<file path="src/rtl/mips_fetch_unit.sv">
// mips_fetch_unit: MIPS fetch stage (fetch PC, imem req/ack, prefetch FIFO, redirect); ports clk, rst_n (sync, active-low), redirect_valid/redirect_pc, imem_req/imem_addr/imem_ack/imem_rdata, if_valid/if_ready/if_instr/if_pc/if_pc_plus4, plus perf_fetch_cnt/perf_flush_cnt when IFU_PERF_CNT_EN is defined
module mips_fetch_unit #(
  parameter logic [31:0] RESET_PC = 32'h0000_0000,
  parameter int FIFO_DEPTH = 2
) (
  input  logic        clk,
  input  logic        rst_n,
  input  logic        redirect_valid,
  input  logic [31:0] redirect_pc,
  output logic        imem_req,
  output logic [31:0] imem_addr,
  input  logic        imem_ack,
  input  logic [31:0] imem_rdata,
  output logic        if_valid,
  input  logic        if_ready,
  output logic [31:0] if_instr,
  output logic [31:0] if_pc,
`ifdef IFU_PERF_CNT_EN
  output logic [31:0] perf_fetch_cnt,
  output logic [31:0] perf_flush_cnt,
`endif
  output logic [31:0] if_pc_plus4
);
  localparam int AW = $clog2(FIFO_DEPTH);
  localparam logic [AW:0] FULL = (AW+1)'(FIFO_DEPTH);
  typedef enum logic [1:0] {IDLE, REQ, DROP} state_t;
  state_t state_q, state_d;
  logic [31:0] fetch_pc_q, fetch_pc_d;
  logic [31:0] pc_q [FIFO_DEPTH];
  logic [31:0] instr_q [FIFO_DEPTH];
  logic [AW-1:0] wr_q, wr_d, rd_q, rd_d;
  logic [AW:0] cnt_q, cnt_d;
  logic push, pop;
  logic unused_ok;
  assign unused_ok = ^redirect_pc[1:0];
  always_comb begin
    push = state_q == REQ && imem_ack && !redirect_valid;
    pop = if_valid && if_ready;
    wr_d = redirect_valid ? '0 : wr_q + AW'(push);
    rd_d = redirect_valid ? '0 : rd_q + AW'(pop);
    cnt_d = redirect_valid ? '0 : cnt_q + (AW+1)'(push) - (AW+1)'(pop);
    fetch_pc_d = redirect_valid ? {redirect_pc[31:2], 2'b00} : push ? fetch_pc_q + 32'd4 : fetch_pc_q;
    // an unacked request (REQ or DROP) must have its ack swallowed before refetching
    state_d = redirect_valid ? ((state_q != IDLE && !imem_ack) ? DROP : REQ)
            : state_q == IDLE ? (cnt_q < FULL ? REQ : IDLE)
            : state_q == REQ ? ((!imem_ack || cnt_d < FULL) ? REQ : IDLE)
            : (imem_ack ? REQ : DROP);
  end
  always_ff @(posedge clk) begin
    if (!rst_n) begin
      state_q <= IDLE;
      fetch_pc_q <= RESET_PC;
      wr_q <= '0;
      rd_q <= '0;
      cnt_q <= '0;
      for (int i = 0; i < FIFO_DEPTH; i++) begin
        pc_q[i] <= '0;
        instr_q[i] <= '0;
      end
    end else begin
      state_q <= state_d;
      fetch_pc_q <= fetch_pc_d;
      wr_q <= wr_d;
      rd_q <= rd_d;
      cnt_q <= cnt_d;
      if (push) begin
        pc_q[wr_q] <= fetch_pc_q;
        instr_q[wr_q] <= imem_rdata;
      end
    end
  end
  assign imem_req = state_q == REQ;
  assign imem_addr = fetch_pc_q;
  assign if_valid = cnt_q != '0;
  assign if_instr = instr_q[rd_q];
  assign if_pc = pc_q[rd_q];
  assign if_pc_plus4 = if_pc + 32'd4;
`ifdef IFU_PERF_CNT_EN
  logic [31:0] perf_fetch_cnt_q, perf_fetch_cnt_d, perf_flush_cnt_q, perf_flush_cnt_d;
  always_comb begin
    perf_fetch_cnt_d = perf_fetch_cnt_q + 32'(pop);
    perf_flush_cnt_d = perf_flush_cnt_q + 32'(redirect_valid);
  end
  always_ff @(posedge clk) begin
    if (!rst_n) begin
      perf_fetch_cnt_q <= '0;
      perf_flush_cnt_q <= '0;
    end else begin
      perf_fetch_cnt_q <= perf_fetch_cnt_d;
      perf_flush_cnt_q <= perf_flush_cnt_d;
    end
  end
  assign perf_fetch_cnt = perf_fetch_cnt_q;
  assign perf_flush_cnt = perf_flush_cnt_q;
`endif
endmodule

</file>
<file path="config.mk">
export PLATFORM = sky130hd
export DESIGN_NAME = mips_fetch_unit
export DESIGN_NICKNAME = d
export VERILOG_FILES = /design/src/rtl/mips_fetch_unit.sv
export SDC_FILE = /design/constraint.sdc
export NUM_CORES = 1
export LEC_CHECK = 0
export CAP_MARGIN = 20
export CELL_PAD_IN_SITES_DETAIL_PLACEMENT = 1
export CELL_PAD_IN_SITES_GLOBAL_PLACEMENT = 1
export CORE_MARGIN = 1
export CORE_UTILIZATION = 42
export CTS_CLUSTER_SIZE = 20
export DETAILED_ROUTE_END_ITERATION = 6
export PLACE_DENSITY_LB_ADDON = 0.1
export REMOVE_ABC_BUFFERS = 1
export SYNTH_ARGS = -nofsm -noshare
export SYNTH_HDL_FRONTEND = slang
export SYNTH_SLANG_ARGS = --single-unit
</file>
<file path="constraint.sdc">
create_clock -name clk -period 6.4 [get_ports clk]
set_input_delay 0.64 -clock clk [delete_from_list [all_inputs] [get_ports clk]]
set_output_delay 0.64 -clock clk [all_outputs]
set_load 0.005 [all_outputs]
</file>
==> reports/qor.txt <==
min-delay worst type -> register to register
n_diodes -> 0
most frequent cells in the layout -> clkdlybuf4s50_1 (190), and2_1 (125), edfxtp_1 (124)
CP Class -> register to primary output
first-pass GRT wire length -> 32800 um
Synth Area in XOR/XNOR -> 5.96%
drt drc -> 0
clk_lat worst skew -> 0.42 ns
Synth Area in Adders -> 0.631%
Worst Path Arrival -> 3.88 ns
die width -> 139 um
Net Sw Frac -> 22.5%
Layout Nets -> 936
gr usage total -> 22.2%
Setup Skew -> 0.00705 ns
Clk pwr share -> 41.3%
unrepaired setup endpoints after global routing -> no
core region area -> 18200 um2
H-tree depth -> 4
share of layout cells above drive strength 1 -> 12.1%
R2R setup slack -> 3.71 ns
Final HPWL DP -> 14100 um
vias per cell -> 5.29
Initial DRT Pass Iterations -> 5
CTS tree -> built
Initial Util -> 43.6%
Seq/Total Area, Yosys -> 56.0%
VDD IR-drop max -> 181 uV
final hold viol count -> 0
GRT overflow -> 0
hold_buf cts -> 0
DP Area -> 10000 um2
CP startpoint kind -> register
FMAX -> 221 MHz
worst endpoint required time -> 5.76 ns
post-cts repair resize count -> 0
I/O Buffers -> 190
TritonCTS Buffers -> 17
count of pins over their slew limit -> 0
leak pwr -> 3.89 nW
internal power -> 1.93 mW
WL per Instance -> 19.3 um
crit-path max FO -> 46
Post-Synth Simple-Gate Area -> 19.8%
fin crit period -> 4.52 ns
Pwr Density -> 235 nW/um2
clock slew at reported path FFs -> 0.06 ns
final setup fails -> 0
Area Overhead vs Synth -> 33.8%
Syn Inst Count -> 684
status -> finished, final reports clean
Comb pwr share -> 10.4%
initial antenna violation count -> 0
CTS sink count -> 160
maximum clock insertion buffer count -> 2
Routability Congestion -> 0.780
row count -> 49
Top Ports -> 199
Post-Syn Area -> 7940 um2
Die ar. -> 19400 um2
max-cap viol count -> 0
Detailed Route WL -> 21300 um
Seq pwr share -> 48.3%
pin count of the biggest net entering global routing -> 63
most common cell after layout, fill and taps aside -> clkdlybuf4s50_1
Routed Antenna Nets -> 0
count of cell types in the netlist -> 46
final instance area -> 10600 um2
crit end category -> primary output
total net switching power -> 0.562 mW
post-synthesis register bit count -> 160
Syn Area/Cell -> 11.6 um2
Synth Area in Compound Gates -> 5.61%
Slew HR -> 36.6%
drt first-iter violations -> 201
largest family of logic cells by synthesized area -> simple AND/OR/NAND/NOR gates
total number of vias -> 5836
die height -> 139 um
Synthesis Warnings -> 0
Clock Tree Root -> clkbuf_16
Post-CTS Setup Inserts -> 0
vias in the first global route -> 6294
multiplexer share of the synthesized area -> 8.66%
slew at the pin with the worst max-slew slack -> 0.950 ns
final cycle utilization of the critical path -> 70.6%
Layout Utilization -> 58.3%
Setup TNS Final -> 0 ns
worst max-delay path: stages (launching register included):
cell and delay [ns]:
dfxtp_4 0.76, buf_4 0.58, nand4_1 0.27, a222oi_1 0.41, buf_4 0.24, nand3_1 0.17
nor4_2 0.33, xor2_1 0.16, clkdlybuf4s50_1 0.51
state kept, by name, indices dropped and copies added (netlist names):
name,count
instr_q,64
rd_q,1
pc_q,60
wr_q,1
imem_addr,30
state_q,2
cnt_q,2
final cells by class:
type	count	area, um2
clock buffer	18	429
tap	229	287
multi-input combinational	472	3280
clock inverter	13	164
sequential	160	4450
timing repair buffer	197	1950
fill	1878	7590
inverter	15	56.3
per-stage QoR:
step,total power [mW],setup slack [ns],cells,hold WS [ns]
6_report,2.49,1.88,1104,0.568
3_5_place_dp,1.49,2.29,1073,0.561
4_1_cts,2.51,1.84,1104,0.580
5_1_grt,2.58,1.71,1104,0.586
2_1_floorplan,1.31,0.638,647,0.507
3_3_place_gp,1.48,2.39,1073,0.527
final timing paths:
check	from	endpoint	cells after the start
setup reg to reg	state_q[1]	state_q[0]	10
hold reg to reg	imem_addr[31]	imem_addr[31]	2
setup / recovery	rd_q	if_pc_plus4[31]	8
hold / removal	imem_addr[31]	imem_addr[31]	2
routing by layer:
metal | up-vias | routed length, um | track usage (%)
li1 | 2776 | - | -
met1 | 2876 | 9080 | 25.1
met2 | 155 | 11000 | 40.8
met3 | 29 | 917 | 4.85
met4 | 0 | 357 | 7.84
met5 | - | 0 | 0
power by group through the flow:
| stage | Clock, mW | Combinational (mW) | Sequential, mW |
|---|---|---|---|
| floorplan | 0 | 0.0930 | 1.22 |
| global placement | 0 | 0.253 | 1.22 |
| detailed placement | 0 | 0.260 | 1.23 |
| CTS | 1.04 | 0.263 | 1.21 |
| global route | 1.08 | 0.279 | 1.21 |
| finish | 1.03 | 0.260 | 1.21 |
Yosys cell counts (all sizes together):
cell type,n,area [um2]
a211oi,3,22.5
a21oi,28,140
a222oi,1,10.0
a22oi,3,27.5
a31oi,7,43.8
and2,125,782
and3,7,43.8
and4,2,17.5
and4b,1,10.0
buf,19,118
clkbuf,23,86.3
conb,1,3.75
dfxtp,36,721
edfxtp,124,3720
ha,4,50.1
inv,15,56.3
mux2,53,597
mux2i,9,90.1
nand2,36,135
nand2b,6,37.5
nand3,18,90.1
nand3b,3,22.5
nand4,21,144
nand4b,5,43.8
nor2,25,96.4
nor2b,2,12.5
nor3,5,25.0
nor4,7,71.3
nor4b,1,8.76
o211a,1,10.0
o21ai,29,145
o21ba,3,30.0
o22ai,1,6.26
o311a,1,10.0
or2,2,12.5
or3,3,18.8
xnor2,24,210
xor2,30,263
logic make-up (layout without fill, tap and decap cells):
group	count (synthesis)	in the layout
simple gates	269	269
mux	62	62
xor+xnor	54	54
flops	160	160
other cells	1	6
compound gates	77	77
buf+inv	57	243
fa+ha+maj	4	4
No activity file was read; power rests on OpenSTA's default activity.
